### src/rtl/turn_sequencer.sv
// rtl/turn_sequencer.sv - two-player roll/move/wait turn controller feeding the UI renderer
// Draws a die value, advances the active player's tile and waits for its movement to finish.
module turn_sequencer #(
  parameter int START_X        = 20,
  parameter int TILE_W         = 60,
  parameter int TILE_COUNT     = 11,
  parameter int TIMEOUT_CYCLES = 50_000_000
) (
  input  logic       clk,
  input  logic       reset,
  input  logic       roll_btn,
  input  logic       dbg_dice_en,
  input  logic [2:0] dbg_dice,
  input  logic       turn_done_p1,
  input  logic       turn_done_p2,
  output logic       move_start_p1,
  output logic [9:0] target_x_p1,
  output logic       move_start_p2,
  output logic [9:0] target_x_p2,
  output logic       current_player,
  output logic [2:0] dice_value,
  output logic       game_over,
  output logic       winner,
  output logic       move_timeout
);
  localparam int TW = (TIMEOUT_CYCLES > 1) ? $clog2(TIMEOUT_CYCLES) : 1;
  localparam logic [TW-1:0] T_LAST = TW'((TIMEOUT_CYCLES > 0) ? TIMEOUT_CYCLES - 1 : 0);
  localparam bit TO_EN = (TIMEOUT_CYCLES != 0);
  localparam logic [4:0] FLAG_POS = 5'(TILE_COUNT - 1);
  localparam logic [9:0] X0 = 10'(START_X);
  localparam logic [9:0] XW = 10'(TILE_W);

  typedef enum logic [2:0] {S_IDLE, S_MOVE, S_WAIT, S_CHECK, S_OVER} state_t;

  state_t        state_q, state_d;
  logic [2:0]    die_q, die_d;
  logic          roll_prev_q, done1_prev_q, done2_prev_q;
  logic [4:0]    pos1_q, pos1_d, pos2_q, pos2_d;
  logic [9:0]    tx1_q, tx1_d, tx2_q, tx2_d;
  logic          ms1_q, ms1_d, ms2_q, ms2_d;
  logic          player_q, player_d;
  logic [2:0]    dice_q, dice_d;
  logic          over_q, over_d, winner_q, winner_d, timeout_q, timeout_d;
  logic [TW-1:0] tcnt_q, tcnt_d;

  logic       roll_edge, done_edge, timeout_hit;
  logic [2:0] die_pick;
  logic [4:0] pos_cur, pos_sum, pos_new;
  logic [9:0] tx_new;

  always_comb begin
    roll_edge   = roll_btn & ~roll_prev_q;
    done_edge   = player_q ? (turn_done_p2 & ~done2_prev_q) : (turn_done_p1 & ~done1_prev_q);
    timeout_hit = TO_EN && (tcnt_q == T_LAST);
    if (!dbg_dice_en)         die_pick = die_q;
    else if (dbg_dice == 3'd0) die_pick = 3'd1;
    else if (dbg_dice == 3'd7) die_pick = 3'd6;
    else                       die_pick = dbg_dice;
    pos_cur = player_q ? pos2_q : pos1_q;
    pos_sum = pos_cur + {2'b00, die_pick};
    pos_new = (pos_sum > FLAG_POS) ? FLAG_POS : pos_sum;
    tx_new  = X0 + XW * {5'b00000, pos_new};
  end

  always_ff @(posedge clk or posedge reset) begin
    if (reset) begin
      state_q      <= S_IDLE;
      die_q        <= 3'd1;
      roll_prev_q  <= 1'b0;
      done1_prev_q <= 1'b0;
      done2_prev_q <= 1'b0;
      pos1_q       <= '0;
      pos2_q       <= '0;
      tx1_q        <= X0;
      tx2_q        <= X0;
      ms1_q        <= 1'b0;
      ms2_q        <= 1'b0;
      player_q     <= 1'b0;
      dice_q       <= 3'd0;
      over_q       <= 1'b0;
      winner_q     <= 1'b0;
      timeout_q    <= 1'b0;
      tcnt_q       <= '0;
    end else begin
      state_q      <= state_d;
      die_q        <= die_d;
      roll_prev_q  <= roll_btn;
      done1_prev_q <= turn_done_p1;
      done2_prev_q <= turn_done_p2;
      pos1_q       <= pos1_d;
      pos2_q       <= pos2_d;
      tx1_q        <= tx1_d;
      tx2_q        <= tx2_d;
      ms1_q        <= ms1_d;
      ms2_q        <= ms2_d;
      player_q     <= player_d;
      dice_q       <= dice_d;
      over_q       <= over_d;
      winner_q     <= winner_d;
      timeout_q    <= timeout_d;
      tcnt_q       <= tcnt_d;
    end
  end

  always_comb begin
    state_d = state_q;
    case (state_q)
      S_IDLE:  if (roll_edge) state_d = S_MOVE;
      S_MOVE:  state_d = S_WAIT;
      S_WAIT:  if (done_edge || timeout_hit) state_d = S_CHECK;
      S_CHECK: state_d = (pos_cur == FLAG_POS) ? S_OVER : S_IDLE;
      S_OVER:  state_d = S_OVER;
      default: state_d = S_IDLE;
    endcase
  end

  // move_start defaults low so it can only ever last the single MOVE cycle
  always_comb begin
    die_d     = (die_q == 3'd6) ? 3'd1 : die_q + 3'd1;
    pos1_d    = pos1_q;
    pos2_d    = pos2_q;
    tx1_d     = tx1_q;
    tx2_d     = tx2_q;
    ms1_d     = 1'b0;
    ms2_d     = 1'b0;
    player_d  = player_q;
    dice_d    = dice_q;
    over_d    = over_q;
    winner_d  = winner_q;
    timeout_d = timeout_q;
    tcnt_d    = tcnt_q;
    case (state_q)
      S_IDLE: begin
        if (roll_edge) begin
          dice_d = die_pick;
          if (player_q) begin
            pos2_d = pos_new;
            tx2_d  = tx_new;
            ms2_d  = 1'b1;
          end else begin
            pos1_d = pos_new;
            tx1_d  = tx_new;
            ms1_d  = 1'b1;
          end
        end
      end
      S_MOVE: tcnt_d = '0;
      S_WAIT: begin
        tcnt_d = tcnt_q + TW'(1);
        if (!done_edge && timeout_hit) timeout_d = 1'b1;
      end
      S_CHECK: begin
        if (pos_cur == FLAG_POS) begin
          over_d   = 1'b1;
          winner_d = player_q;
        end else begin
          player_d = ~player_q;
        end
      end
      default: ;
    endcase
  end

  assign move_start_p1  = ms1_q;
  assign move_start_p2  = ms2_q;
  assign target_x_p1    = tx1_q;
  assign target_x_p2    = tx2_q;
  assign current_player = player_q;
  assign dice_value     = dice_q;
  assign game_over      = over_q;
  assign winner         = winner_q;
  assign move_timeout   = timeout_q;

endmodule
### config.mk
export PLATFORM = sky130hd
export DESIGN_NAME = turn_sequencer
export DESIGN_NICKNAME = d
export VERILOG_FILES = /design/src/rtl/turn_sequencer.sv
export SDC_FILE = /design/constraint.sdc
export NUM_CORES = 1
export LEC_CHECK = 0
export ABC_AREA = 0
export CAP_MARGIN = 20
export CELL_PAD_IN_SITES_DETAIL_PLACEMENT = 0
export CELL_PAD_IN_SITES_GLOBAL_PLACEMENT = 1
export CORE_ASPECT_RATIO = 1.1
export CORE_MARGIN = 5
export CORE_UTILIZATION = 30
export CTS_CLUSTER_DIAMETER = 120
export DETAILED_ROUTE_END_ITERATION = 8
export PLACE_DENSITY = 0.68
export RECOVER_POWER = 100
export SLEW_MARGIN = 20
export SYNTH_ARGS = -nofsm -noshare
export SYNTH_HDL_FRONTEND = slang
export SYNTH_SLANG_ARGS = --single-unit
### constraint.sdc
create_clock -name clk -period 7.05 [get_ports clk]
set_input_delay 1.7625 -clock clk [delete_from_list [all_inputs] [get_ports clk]]
set_output_delay 1.7625 -clock clk [all_outputs]
set_load 0.03 [all_outputs]
==> flow_summary.toml <==
[status]
status = "finished with violations"
violations = "capacitance limit, slew limit"

[floorplanning]
die_w_um = 119.6
io_pins = 38
die_y_um = 130.5
core_um2 = 13100
rows = 44
start_util = 0.3023
dieArea_um2 = 15610

[synth]
synth_cell_types = 60
synth_edf_count = 0
synth_common_cells = "dfrtp_1 (65), nand2_1 (50), nor2_1 (42), o21ai_0 (42), inv_1 (26)"
yosysSeqAreaShare = 0.4438
synth_async_sr_flop_share = 1.000
synth_area_um2 = 3961
avgSynthCellArea_um2 = 9.522
yosys_warnings = 0
ys_ff_latch = 70
synth_top_area_share = 0.4106
synthFlopType = "dfrtp_1"
synth.area.top_cells = "dfrtp_1 (41%), o21ai_0 (5.3%), nand2_1 (4.7%), ha_1 (4.1%), nor2_1 (4.0%)"
yosys.cell_count.top_type = "dfrtp_1"
synthCells = 416
yosysTopAreaCell = "dfrtp_1"

[global_route]
grt_usage = 0.1247
first_global_vias = 3129
grt_max_degree = 71
antenna_found_initial = 0
overflow = 0
grt_pass1_wl_um = 15360

[flow_run]
drv_cap = 1

[final_layout]
fin_area_um2 = 4915
fill_cells = 1330
fin_nets = 503
n_antenna_cell = 0
final_util = 0.3751
multi_input_area_um2 = 2037
register_area_um2 = 1758
syn_to_final_growth_pct = 24.07
layout-drive-gt1-share = 0.1649

[clocking]
cts_max_level = 3
cts.sinks = 70
clk_latency_ns = 0.35
cts-hold-fix-buffers = 0
cts_tree = "done"
clk_pin_slew_ns = 0.07
cts-root-buf = "clkbuf_16"
clockBufferDepth = 2
cts-buffers-inserted = 9

[timing]
worstMarginPinSlew_ns = 3.751
period_needed_ns = 6.827
slew_violations = 71
fin_skew_ns = 0.01002
finalHoldViolCount = 0
setup_viol = 0
min_period_over_period = 0.9683
slew_headroom = -1.500
fmax_ghz = 0.1465

[routing]
wl_met1_um = 3966
vias = 3105
drc = 0
wl_met3_um = 192
antenna_left = 0
drt_iter0_drc = 157
met2WireLength_um = 4702
wire_per_inst_um = 14.16
top_layer = "met4"
dr.pass1.iters = 5
routed_wirelength_um = 9062
viasPerCell = 4.852

[worst_setup_path]
end_kind = "flop"
cp.arrival_ns = 7.06
worstPathRequired_ns = 7.29
worstSetupStartpoint = "dbg_dice[0]"
path_buf_inv = 7
critPathLaunchType = "primary input"
slowest_delay_ns = 0.54
critical_path.top_delay_family = "adder cells"
slowest_stage = "fa_1"
worstPathCellList = "clkdlybuf4s50_1, o211ai_1, o21ai_1, ha_2, inv_1, fa_2, inv_1, a21o_2, a21oi_2, nor2_1, a221oi_2, buf_4, nand2_2, fa_1, inv_2, fa_1, inv_1, fa_1, buf_4, xnor2_1, nand2b_1, nor4b_2, xnor3_1, mux2_2"
crit_fanout = 3
regToRegStartpoint = "current_player"
path_class = "in2reg"

[placement]
gp_congestion = 0.7977
placed_area_um2 = 4607
dp_hpwl_um = 6679
port_buffers = 33

[hold_path]
worstHoldPathType = "reg2reg"
worstHoldStart = "game_over"
==> flip-flops by register name (all words and copies together), names as in the netlist <==
signal	cells
pos2_q	5
winner	1
die_q	3
state_q	3
done2_prev_q	1
done1_prev_q	1
pos1_q	5
roll_prev_q	1
move_timeout	1
dice_value	3
tcnt_q	26
move_start_p2	1
target_x_p1	8
move_start_p1	1
game_over	1
target_x_p2	8
current_player	1
==> routing by layer <==
metal,vias to the layer above,GRT usage
li1,1551,-
met1,1511,0.1470
met2,29,0.2191
met3,14,0.02712
met4,0,0.05728
met5,-,0
==> layout make-up <==
type	instances	share of cell area
Multi-Input combinational cell	306	0.4145
Timing Repair Buffer	58	0.1062
Inverter	29	0.02215
Tap cell	161	0.04099
Clock buffer	9	0.04582
Clock inverter	7	0.01273
Sequential cell	70	0.3577
==> what timing repair did <==
| action | 4_1_cts | 5_1_grt |
|---|---|---|
| buffers inserted | 0 | 1 |
| resized for setup | 1 | 13 |
| pin swaps | 0 | 6 |
| setup endpoints to repair | 2 | 4 |
==> cell usage in the layout (no fill, tap or decap), types with 4 or more instances in the layout <==
| cell type | instances |
|---|---|
| dfrtp_1 | 65 |
| nand2_1 | 49 |
| nor2_1 | 42 |
| o21ai_0 | 40 |
| dlygate4sd3_1 | 29 |
| inv_1 | 24 |
| buf_4 | 24 |
| a21oi_1 | 15 |
| ha_1 | 12 |
| nand4_1 | 10 |
| mux2_2 | 10 |
| nor3_1 | 10 |
| a31oi_1 | 10 |
| xnor2_1 | 9 |
| clkbuf_16 | 9 |
| nand3_1 | 8 |
| xor2_1 | 6 |
| nand2b_1 | 6 |
| fa_1 | 6 |
| conb_1 | 6 |
| dfstp_2 | 5 |
| mux2i_1 | 4 |
| or2_2 | 4 |
| clkinv_1 | 4 |
==> cells by family after synthesis <==
kind of cell	Yosys count	share of synthesized area
simple gates	154	0.1939
compound gates	91	0.1428
flops	70	0.4438
buf+inv	44	0.04801
fa+ha+maj	20	0.07644
xor+xnor	18	0.04327
mux	17	0.04991
other cells	2	0.001896
==> per-stage QoR <==
stage	TNS, ns	std cells	hold WS [ns]	setup WS (ns)
after floorplan	0	420	0.4444	0.1528
after global placement	-0.3926	623	0.4567	-0.1963
after detailed placement	-0.9041	623	0.4558	-0.3279
after CTS	0	639	0.4751	0.08744
after global routing	-0.08802	640	0.4961	-0.04879
final	0	640	0.4700	0.2232
==> final timing paths <==
path	slack, ns	to	cells after the start
setup / recovery	0.22	target_x_p2[9]	24
hold / removal	0.47	game_over	1
setup reg to reg	1.35	target_x_p2[9]	22
hold reg to reg	0.47	game_over	1
max in group asynchronous	1.62	pos1_q[0]	3
min in group asynchronous	3.32	move_start_p2	3
Power is not shown: default switching activity piles up to over one toggle a cycle in this logic, so the estimate is an artifact.
